<file path="config.mk">
export PLATFORM = sky130hd
export DESIGN_NAME = x_mem_play_ctrl_flat
export DESIGN_NICKNAME = d
export VERILOG_FILES = /design/src/rtl/x_mem_play_ctrl_if.sv /design/src/rtl/x_mem_play_ctrl.sv /design/src/flat_wrapper.sv
export SDC_FILE = /design/constraint.sdc
export NUM_CORES = 1
export LEC_CHECK = 0
export CORE_UTILIZATION = 45
export DETAILED_ROUTE_END_ITERATION = 8
export PLACE_DENSITY = 0.73
export SYNTH_ARGS = -nofsm -noshare
export SYNTH_HDL_FRONTEND = slang
export SYNTH_SLANG_ARGS = --single-unit
</file>
<file path="constraint.sdc">
create_clock -name i_clk -period 3.85 [get_ports i_clk]
set_clock_uncertainty 0.05 [all_clocks]
set_input_delay 0.77 -clock i_clk [delete_from_list [all_inputs] [get_ports i_clk]]
set_output_delay 0.77 -clock i_clk [all_outputs]
set_load 0.05 [all_outputs]
</file>
<file path="src/rtl/x_mem_play_ctrl_if.sv">
// Host write handshake into the playback controller: valid/ready with address and data.
// The loader drives master, the controller is the slave.
interface x_mem_play_ctrl_if #(
    parameter int AW = 11,
    parameter int DW = 2
);
    logic          wr_valid;
    logic [AW-1:0] wr_addr;
    logic [DW-1:0] wr_data;
    logic          wr_ready;

    modport master (output wr_valid, wr_addr, wr_data, input wr_ready);
    modport slave  (input wr_valid, wr_addr, wr_data, output wr_ready);
endinterface

</file>
<file path="src/rtl/x_mem_play_ctrl.sv">
// Arbiter and sequencer for a single-port 2048x2 sample RAM: host writes share the port
// with a rate-divided looping playback reader that has fixed priority.
module x_mem_play_ctrl #(
    parameter int DIV_W = 16,
    parameter int AW    = 11,
    parameter int DW    = 2
) (
    input  logic             i_clk,
    input  logic             i_nrst,
    x_mem_play_ctrl_if.slave wr,
    input  logic             i_play_en,
    input  logic [AW-1:0]    i_play_last,
    input  logic [DIV_W-1:0] i_div,
    output logic [AW-1:0]    o_mem_addr,
    output logic             o_mem_we,
    output logic [DW-1:0]    o_mem_wdata,
    input  logic [DW-1:0]    i_mem_rdata,
    output logic             o_smp_valid,
    output logic [DW-1:0]    o_smp_data,
    output logic             o_wrap,
    output logic             o_busy
);
    typedef enum logic [0:0] {IDLE, RUN} state_t;

    localparam logic [DIV_W-1:0] DIV_ONE = DIV_W'(1);
    localparam logic [AW-1:0]    PTR_ONE = AW'(1);

    state_t           state, state_nxt;
    logic [DIV_W-1:0] div_cnt;
    logic [AW-1:0]    rd_ptr;
    logic [AW-1:0]    last_q;
    logic             tick;
    logic             rd_slot;
    logic             rd_v1;
    logic             wrap1;

    assign tick    = (state == RUN) && (div_cnt == i_div);
    assign rd_slot = tick && i_play_en;
    assign o_busy  = (state == RUN);

    always_ff @(posedge i_clk or negedge i_nrst) begin
        // NOTE: all clocked state uses non-blocking assignment so every register sees
        // pre-edge values regardless of block ordering.
        if (!i_nrst) state <= IDLE;
        else         state <= state_nxt;
    end

    always_comb begin
        // NOTE: default first so no path through the case leaves state_nxt unassigned
        // (which would infer a latch).
        state_nxt = state;
        case (state)
            IDLE: if (i_play_en)  state_nxt = RUN;
            RUN:  if (!i_play_en) state_nxt = IDLE;
            default: state_nxt = IDLE;
        endcase
    end

    // The read slot steals the RAM port; the host write simply waits for the next free cycle.
    always_comb begin
        o_mem_addr  = wr.wr_addr;
        o_mem_we    = wr.wr_valid;
        o_mem_wdata = wr.wr_data;
        wr.wr_ready = 1'b1;
        if (rd_slot) begin
            o_mem_addr  = rd_ptr;
            o_mem_we    = 1'b0;
            wr.wr_ready = 1'b0;
        end
    end

    always_ff @(posedge i_clk or negedge i_nrst) begin
        if (!i_nrst) begin
            div_cnt <= '0;
            rd_ptr  <= '0;
            last_q  <= '0;
        end else if (state == IDLE) begin
            div_cnt <= '0;
            if (i_play_en) begin
                rd_ptr <= '0;
                last_q <= i_play_last;
            end
        end else begin
            div_cnt <= tick ? '0 : div_cnt + DIV_ONE;
            if (rd_slot) rd_ptr <= (rd_ptr == last_q) ? '0 : rd_ptr + PTR_ONE;
        end
    end

    // Two-stage read pipeline: RAM output is valid one cycle after the slot, then registered.
    always_ff @(posedge i_clk or negedge i_nrst) begin
        if (!i_nrst) begin
            rd_v1       <= 1'b0;
            wrap1       <= 1'b0;
            o_smp_valid <= 1'b0;
            o_smp_data  <= '0;
            o_wrap      <= 1'b0;
        end else begin
            rd_v1       <= rd_slot;
            wrap1       <= rd_slot && (rd_ptr == last_q);
            o_smp_valid <= rd_v1;
            o_wrap      <= rd_v1 && wrap1;
            if (rd_v1) o_smp_data <= i_mem_rdata;
        end
    end
endmodule

</file>
<file path="src/flat_wrapper.sv">
// flat-port wrapper written by rule: the top's interface ports become plain ports
module x_mem_play_ctrl_flat 
#(
    parameter int DIV_W = 16,
    parameter int AW    = 11,
    parameter int DW    = 2
)
  (i_clk, i_nrst, i_play_en, i_play_last, i_div, o_mem_addr, o_mem_we, o_mem_wdata, i_mem_rdata, o_smp_valid, o_smp_data, o_wrap, o_busy, wr_wr_valid, wr_wr_addr, wr_wr_data, wr_wr_ready);
  x_mem_play_ctrl_if #(.AW(AW), .DW(DW)) wr_i ();
  input  logic i_clk;
  input  logic i_nrst;
  input  logic i_play_en;
  input  logic [AW-1:0] i_play_last;
  input  logic [DIV_W-1:0] i_div;
  output logic [AW-1:0] o_mem_addr;
  output logic o_mem_we;
  output logic [DW-1:0] o_mem_wdata;
  input  logic [DW-1:0] i_mem_rdata;
  output logic o_smp_valid;
  output logic [DW-1:0] o_smp_data;
  output logic o_wrap;
  output logic o_busy;
  input wire logic [$bits(wr_i.wr_valid)-1:0] wr_wr_valid;
  input wire logic [$bits(wr_i.wr_addr)-1:0] wr_wr_addr;
  input wire logic [$bits(wr_i.wr_data)-1:0] wr_wr_data;
  output wire logic [$bits(wr_i.wr_ready)-1:0] wr_wr_ready;
  assign wr_i.wr_valid = wr_wr_valid;
  assign wr_i.wr_addr = wr_wr_addr;
  assign wr_i.wr_data = wr_wr_data;
  assign wr_wr_ready = wr_i.wr_ready;
  x_mem_play_ctrl #(.DIV_W(DIV_W), .AW(AW), .DW(DW)) u_core (.i_clk(i_clk), .i_nrst(i_nrst), .wr(wr_i), .i_play_en(i_play_en), .i_play_last(i_play_last), .i_div(i_div), .o_mem_addr(o_mem_addr), .o_mem_we(o_mem_we), .o_mem_wdata(o_mem_wdata), .i_mem_rdata(i_mem_rdata), .o_smp_valid(o_smp_valid), .o_smp_data(o_smp_data), .o_wrap(o_wrap), .o_busy(o_busy));
endmodule
</file>
==> flow_summary_export.csv, run 1 <==
group,metric,value,unit
outcome,status,"finished clean",
yosys,synth-simple-area-share,20.2,%
timing,slew_viol_final,0,
timing,max_freq,291,MHz
yosys,synth_nets,303,
drt,first_pass_iters,4,
global_route,grt.overflow.total,0,
yosys,synthXorXnorAreaFrac,13.2,%
timing,max_slew_margin,36.3,%
place,place_congestion,0.896,
final_layout,utilization,61.5,%
setup_path,crit_arrival,2620,ps
final_layout,fill_cells,460,
clock_network,cts_tree,"done",
global_route,grt_pass1_wl,9150,um
setup_path,cp_max_fo,15,
final_layout,nets,363,
setup_path,critical_path_class,"primary input to primary output",
yosys,synth_flop_cell,"dfrtp_1",
clock_network,hold_buffers,0,
yosys,syn_area_per_cell,10.3,um^2
power_and_ir_drop,power.total,1030,uW
global_route,grt_max_degree,46,
clock_network,root_buffer,"clkbuf_8",
clock_network,cts_made_buffers,5,
yosys,ys_warn_count,0,
yosys,synth_area,0.00263,mm^2
setup_path,required,3030,ps
final_layout,layout_commonest_cell,"clkdlybuf4s50_1",
setup_path,r2r_end,"u_core.rd_ptr[6]$_DFFE_PN0P_",
yosys,synth_area_leader_cell,"dfrtp_1",
setup_path,cp-end-kind,"primary output",
power_and_ir_drop,power_density,302,mW/mm^2
yosys,synth_seq_cells,45,
yosys,synth_area_leaders,"dfrtp_1 43%, mux2_2 7.7%, xnor2_1 6.3%, xor2_1 5.7%, nor2_1 4.4%",
drt,vias,2055,
drt,drtIter0Drc,100,
timing,finalHoldViolations,0,
timing,setup_viol,0,
power_and_ir_drop,leakagePower,0.00147,uW
job,drv_cap,0,
final_layout,mostFrequentLayoutCells,"47 x clkdlybuf4s50_1, 45 x dfrtp_1, 31 x nor2_1, 19 x xnor2_1, 18 x mux2_2",
clock_network,clkSlewWorstSetupHoldPaths,70,ps
global_route,antenna_found_initial,0,
clock_network,clk_path_buf_depth,2,
timing,min_period,3440,ps
yosys,yosysTopAreaCellShare,42.8,%
final_layout,syn_to_final_growth,30.1,%
setup_path,worstSetupStartpoint,"i_div[3]",
setup_path,rr_worst_depth,5,
die,ios,66,
final_layout,regArea,0.00113,mm^2
die,core_area,0.00557,mm^2
min_path,hold_class,"register to register",
global_route,grtUsageTotal,19.1,%
clock_network,cts.sinks,45,
yosys,syn_inst,255,
yosys,synth_compound_area_share,6.75,%
die,die_h,78.5,um
final_layout,num_antenna_cells,0,
clock_network,insertion_delay,290,ps
final_layout,multiInputGateArea,0.00139,mm^2
place,io_buffers,61,
setup_path,r2r_slack,1700,ps
timing,tns,0,ps
yosys,yosysSeqAreaShare,42.8,%
yosys,synth_edf_count,0,
yosys,synth_top_family_by_area,"simple AND/OR/NAND/NOR gates",
place,dpl.hpwl,4300,um
final_layout,drive_above_1_share,17.8,%
yosys,yosysUniqueCellTypes,44,
place,dp_cells,380,
drt,wl_per_cell,14.5,um
drt,drc,0,
drt,wirelength,5620,um
clock_network,postCtsResizedCells,0,
drt,routed_via_density,5.31,
timing,timing.final.crit_share,89.4,%
timing,tightestPinTransition,955,ps
die,row_count,27,
clock_network,cts_setup_buffers,0,
die,dieWidth,78.5,um
setup_path,r2r_start,"u_core.rd_ptr[5]$_DFFE_PN0P_",
yosys,synthArstFlopShare,100,%
power_and_ir_drop,ir_worst_vdd,0.000191,V
setup_path,start_kind,"primary input",
final_layout,stdcell_count,387,
yosys,synth_fa_ha_area_share,0.950,%
global_route,first_global_vias,1935,
setup_path,worstSetupEndpoint,"o_mem_addr[8]",
clock_network,ctsHtreeMaxLevel,2,
die,start_util,47.3,%
drt,ant_nets,0,
timing,rsz0062_at_grt,"false",
die,dieArea,0.00616,mm^2
yosys,synthMuxAreaShare,11.5,%
through the flow:
step | cell area (um^2) | hold slack (ps) | setup slack [ps]
after floorplan | 2630 | 353 | 804
after detailed placement | 3320 | 388 | 403
final | 3430 | 400 | 409
after CTS | 3430 | 406 | 399
after global placement | 3320 | 380 | 457
after global routing | 3430 | 425 | 365
layout make-up:
| type | count | share of cell area (%) |
|---|---|---|
| Tap cell | 72 | 2.63 |
| Sequential cell | 45 | 32.9 |
| Timing Repair Buffer | 64 | 19.2 |
| Multi-Input combinational cell | 182 | 40.4 |
| Clock buffer | 5 | 2.01 |
| Inverter | 17 | 1.86 |
| Clock inverter | 2 | 1.02 |
registers in the layout, summed over array words and instances (netlist names):
name,count
u_core.rd_v1,1
u_core.last_q,11
u_core.o_wrap,1
u_core.o_smp_data,2
u_core.rd_ptr,11
u_core.div_cnt,16
u_core.wrap1,1
u_core.o_busy,1
u_core.o_smp_valid,1
kinds of logic after synthesis:
| family | Yosys count |
|---|---|
| xor gates and xnor gates | 38 |
| muxes | 25 |
| and+or+nand+nor | 93 |
| buffers and inverters | 28 |
| DFF | 45 |
| adders and majority gates | 2 |
| AOI/OAI and AO/OA | 24 |
per-layer routing:
layer  routed length, um  GRT usage [%]
met1                2530           25.9
met2                2680           31.5
met3                 368           3.60
met4                  40           4.26
met5                   0              0
critical path: stages:
cell             delay, ps
clkdlybuf4s50_1        420
xor2_1                 200
nand4bb_4              270
nor3_4                 240
nand2_4                190
mux2_4                 340
buf_4                  190
cell usage after synthesis (all sizes together), types with 2 or more instances:
master	instances
mux2	24
nand2	7
a31oi	2
nor3b	3
o21ai	7
clkbuf	7
and2	2
nor3	7
nand3	13
nand2b	3
xnor2	21
o2111ai	8
inv	17
and3	4
buf	4
ha	2
xor2	17
nor2b	3
nor4	5
nand4	9
nor2	31
dfrtp	45
where the power goes:
part	total (uW)	leakage [uW]	internal, uW	switching [uW]
Clock	336	0.0000540	189	147
Combinational	181	0.000826	99.8	81.1
Sequential	518	0.000592	495	22.5
worst min-delay path by stage:
stage | start | to | slack (ps) | cells past startpoint
floorplan | u_core.rd_v1$_DFF_PN0_ | u_core.o_smp_valid$_DFF_PN0_ | 350 | 0
global placement | u_core.rd_v1$_DFF_PN0_ | u_core.o_smp_valid$_DFF_PN0_ | 380 | 0
detailed placement | u_core.wrap1$_DFF_PN0_ | u_core.o_wrap$_DFF_PN0_ | 390 | 1
CTS | u_core.wrap1$_DFF_PN0_ | u_core.o_wrap$_DFF_PN0_ | 410 | 1
global route | u_core.wrap1$_DFF_PN0_ | u_core.o_wrap$_DFF_PN0_ | 430 | 1
finish | u_core.wrap1$_DFF_PN0_ | u_core.o_wrap$_DFF_PN0_ | 400 | 1
No activity file was read; power rests on OpenSTA's default activity.
==> run 2, diff against run 1 <==
PLACE_DENSITY = 0.82   (was 0.73)
==> run 2 against run 1 <==
Compared with the run above: cell count increased by 0.26%; critical endpoint is now o_mem_addr[4]; largest power group unchanged; count of clock-buffer cells in the layout is 2 higher; utilization is essentially flat; largest cell class unchanged; sequential share of layout area barely moved; sequential cell count is the same; critical path type unchanged.
==> flow_summary_export.csv, run 2 (synthesized netlist as in run 1, its figures left out) <==
group,metric,value,unit
timing,layout_setup_ws,407,ps
global_route,antenna_found_initial,0,
die,start_util,47.3,%
drt,ant_nets,0,
clock_network,cts_made_buffers,5,
final_layout,mostFrequentLayoutCells,"47 x clkdlybuf4s50_1, 45 x dfrtp_1, 31 x nor2_1, 19 x xnor2_1, 18 x mux2_2",
timing,min_period,3440,ps
place,dpl.hpwl,4150,um
place,io_buffers,61,
clock_network,postCtsResizedCells,0,
setup_path,cpLargestDelayFamily,"simple AND/OR/NAND/NOR gates",
job,drv_cap,0,
clock_network,hold_buffers,0,
die,core_area,0.00557,mm^2
clock_network,cts_tree,"done",
final_layout,nets,363,
timing,tightestPinTransition,973,ps
clock_network,root_buffer,"clkbuf_8",
setup_path,start_kind,"primary input",
global_route,grt.overflow.total,0,
setup_path,cp-end-kind,"primary output",
drt,drc,0,
setup_path,slowest_delay,410,ps
global_route,first_global_vias,1957,
place,place_congestion,0.856,
setup_path,crit_arrival,2620,ps
drt,drtIter0Drc,150,
clock_network,insertion_delay,290,ps
final_layout,drive_above_1_share,18.0,%
power_and_ir_drop,leakagePower,0.00147,uW
setup_path,crit_buf_inv,2,
drt,vias,2084,
timing,max_freq,290,MHz
die,die_h,78.5,um
final_layout,largest_reg_flops,16,
global_route,grtUsageTotal,19.2,%
place,dpl-instance-area,0.00332,mm^2
clock_network,clkSlewWorstSetupHoldPaths,80,ps
outcome,status,"finished clean",
timing,tns,0,ps
timing,finalHoldViolations,0,
setup_path,cp_max_fo,15,
global_route,grt_pass1_wl,9290,um
timing,rsz0062_at_grt,"false",
timing,max_slew_margin,35.1,%
drt,wl_per_cell,14.3,um
setup_path,required,3030,ps
clock_network,cts.sinks,45,
global_route,grt_max_degree,46,
die,dieWidth,78.5,um
timing,setup_viol,0,
die,dieArea,0.00616,mm^2
timing,timing.final.crit_share,89.4,%
setup_path,critical_path_class,"primary input to primary output",
setup_path,path_cells,"clkdlybuf4s50_1, xor2_1, nand4bb_4, nor3_4, nand2_4, mux2_4, buf_4",
final_layout,top_regs,"u_core.div_cnt: 16 flops, u_core.last_q: 11 flops, u_core.rd_ptr: 11 flops",
setup_path,cp_slowest_cell,"clkdlybuf4s50_1",
clock_network,ctsHtreeMaxLevel,2,
final_layout,syn_to_final_growth,30.0,%
clock_network,cts_setup_buffers,0,
drt,wirelength,5550,um
min_path,hold_class,"register to register",
final_layout,layout_commonest_cell,"clkdlybuf4s50_1",
die,ios,66,
final_layout,num_antenna_cells,0,
timing,slew_viol_final,0,
drt,first_pass_iters,4,
power_and_ir_drop,power_density,297,mW/mm^2
power_and_ir_drop,ir_worst_vdd,0.000177,V
die,row_count,27,
drt,routed_via_density,5.37,
place,pre_cts_ws,392,ps
clock_network,clk_path_buf_depth,2,
final_layout,fin_area,0.00342,mm^2
final_layout,largest-register,"u_core.div_cnt",
## run 2: power by group
group	internal (uW)	switching, uW
clock	162	153
sequential	495	22.2
combinational	99.8	83.2
total	757	259
## run 2: worst paths after layout
check                                                     to  depth (start not counted)                        start  slack, ps
worst min-delay path            u_core.o_smp_valid$_DFF_PN0_                          0       u_core.rd_v1$_DFF_PN0_        400
worst max-delay path                           o_mem_addr[4]                          7                     i_div[3]        410
worst max register to register  u_core.div_cnt[15]$_DFF_PN0_                          5  u_core.div_cnt[7]$_DFF_PN0_       1750
worst min register to register  u_core.o_smp_valid$_DFF_PN0_                          0       u_core.rd_v1$_DFF_PN0_        400
max in group asynchronous       u_core.div_cnt[15]$_DFF_PN0_                          1                       i_nrst       2570
min in group asynchronous       u_core.last_q[6]$_DFFE_PN0P_                          1                       i_nrst        580
## run 2: through the flow
stage	hold WS (ps)	total power, uW	std cells	utilization (%)
floorplan	353	624	255	-
global placement	381	707	380	59.6
detailed placement	388	711	380	59.6
CTS	405	1030	388	61.4
global route	427	1060	388	61.4
finish	401	1020	388	61.4
## run 2: layout make-up
cell class,count,area [um^2]
fill,466,2150
multi-input combinational,182,1390
sequential,45,1130
timing repair buffer,64,658
clock buffer,7,96.3
tap,72,90.1
inverter,17,63.8
clock inverter,1,5.00
## run 2: worst reg2reg max path, delay by kind of cell (launching register included)
family	cells	cell delay, ps
DFF	1	460
and+or+nand+nor	3	700
AOI/OAI and AO/OA	2	750
## run 2: per-layer routing
metal | vias up | track usage [%] | part of all wire, % | wire, um
met4 | 0 | 6.30 | 1.4 | 79
met1 | 1002 | 27.8 | 47 | 2630
met5 | - | 0 | 0 | 0
met3 | 10 | 3.37 | 5.4 | 301
met2 | 68 | 29.0 | 46 | 2540
li1 | 1004 | - | - | -
==> run 3, diff against run 2 <==
CORE_MARGIN = 2   (was unset)
SETUP_SLACK_MARGIN = 0.15   (was unset)
==> run 3 against run 2 <==
Compared with the run above: design area increased by 0.40%; sequential share of layout area is 0.13 points lower; worst hold slack worse by 4.1 ps; critical endpoint is now o_mem_addr[7]; utilization increased by 0.25 points.
==> flow_summary_export.csv, run 3 (synthesized netlist as in run 1, its figures left out) <==
group,metric,value,unit
timing,tightestPinTransition,980,ps
setup_path,rr_worst_depth,5,
timing,max_freq,290,MHz
setup_path,r2r_end,"u_core.div_cnt[6]$_DFF_PN0_",
outcome,status,"finished clean",
place,dpl-instance-area,0.00332,mm^2
job,drv_cap,0,
die,row_count,27,
setup_path,cp-end-kind,"primary output",
final_layout,largest_reg_flops,16,
clock_network,cts.sinks,45,
timing,tns,0,ps
place,place_congestion,0.881,
final_layout,mostFrequentLayoutCells,"47 x clkdlybuf4s50_1, 45 x dfrtp_1, 31 x nor2_1, 19 x xnor2_1, 18 x mux2_2",
timing,holdWs,397,ps
global_route,grtUsageTotal,19.8,%
min_path,hold_path.startpoint,"u_core.rd_v1$_DFF_PN0_",
drt,ant_nets,0,
setup_path,critical_path_class,"primary input to primary output",
min_path,hold_class,"register to register",
drt,drtIter0Drc,145,
clock_network,postCtsResizedCells,0,
timing,setup_viol,0,
place,io_buffers,61,
power_and_ir_drop,ir_worst_vdd,0.000177,V
drt,first_pass_iters,4,
timing,slew_viol_final,0,
clock_network,clkSlewWorstSetupHoldPaths,90,ps
clock_network,clk_path_buf_depth,2,
timing,timing.final.crit_share,89.6,%
final_layout,num_antenna_cells,0,
final_layout,layout_commonest_cell,"clkdlybuf4s50_1",
final_layout,utilization,61.7,%
setup_path,r2r_start,"u_core.div_cnt[7]$_DFF_PN0_",
global_route,grt_pass1_wl,9840,um
die,core_area,0.00557,mm^2
timing,min_period,3450,ps
place,dpl.hpwl,4430,um
setup_path,required,3030,ps
clock_network,root_buffer,"clkbuf_8",
final_layout,drive_above_1_share,18.0,%
global_route,grt.overflow.total,0,
min_path,hold_depth,0,
drt,wirelength,5890,um
drt,drc,0,
setup_path,crit_arrival,2630,ps
final_layout,nets,363,
timing,max_slew_margin,34.6,%
power_and_ir_drop,leakagePower,0.00147,uW
place,pre_cts_ws,374,ps
timing,finalHoldViolations,0,
setup_path,start_kind,"primary input",
die,die_h,80.5,um
timing,layout_setup_ws,400,ps
clock_network,ctsHtreeMaxLevel,2,
final_layout,syn_to_final_growth,30.5,%
final_layout,fin_area,0.00344,mm^2
final_layout,largest-register,"u_core.div_cnt",
power_and_ir_drop,power_density,309,mW/mm^2
min_path,hold_end,"u_core.o_smp_valid$_DFF_PN0_",
setup_path,r2r_slack,1690,ps
final_layout,top_regs,"u_core.div_cnt: 16 flops, u_core.last_q: 11 flops, u_core.rd_ptr: 11 flops",
setup_path,cp_max_fo,15,
clock_network,hold_buffers,0,
clock_network,insertion_delay,300,ps
global_route,antenna_found_initial,0,
die,ios,66,
die,start_util,47.3,%
clock_network,cts_made_buffers,5,
drt,wl_per_cell,15.2,um
drt,vias,2122,
clock_network,cts_setup_buffers,0,
clock_network,cts_tree,"done",
drt,routed_via_density,5.47,
global_route,grt_max_degree,46,
timing,rsz0062_at_grt,"false",
global_route,first_global_vias,2105,
die,dieArea,0.00648,mm^2
die,dieWidth,80.5,um
run 3: worst max-delay path by stage:
stage | startpoint | end | slack (ps) | depth (start not counted)
finish | i_div[3] | o_mem_addr[7] | 400 | 7
global route | i_div[3] | o_mem_addr[7] | 310 | 7
CTS | i_div[3] | o_mem_addr[2] | 370 | 7
detailed placement | i_div[3] | o_mem_addr[2] | 370 | 7
global placement | i_div[3] | o_mem_addr[9] | 430 | 7
floorplan | i_div[3] | o_mem_addr[4] | 800 | 6
run 3: power breakdown:
part           internal [uW]  switching (uW)  total [uW]
combinational           99.9            83.4         183
sequential               495            21.9         517
clock                    194             168         362
total                    789             273        1060
run 3: area by class of cell:
type / instances / area, um^2
clock buffers: 5 / 68.8
flip-flops and latches: 45 / 1130
well taps: 72 / 90.1
repair buffers: 64 / 658
multi-input cells: 182 / 1390
fillers: 459 / 2140
clock inverters: 3 / 46.3
inverters: 17 / 63.8
run 3: metal layers:
metal  track usage [%]  part of all wire (%)  vias up  wire [um]
li1                  -                     -     1005          -
met1              25.5                    45     1041       2640
met2              33.1                    48       69       2800
met3              3.93                   6.1        7        358
met4              6.78                   1.5        0         89
met5                 0                     0        -          0
run 3: critical path, cell delays in order:
cell and delay (ps):
clkdlybuf4s50_1 410, xor2_1 210, nand4bb_4 280, nor3_4 230, nand2_4 190, mux2_4 340, buf_4 190
run 3: through the flow:
stage | instances | total power (uW)
3_5_place_dp | 380 | 711
3_3_place_gp | 380 | 707
5_1_grt | 388 | 1110
4_1_cts | 388 | 1070
2_1_floorplan | 255 | 624
6_report | 388 | 1060
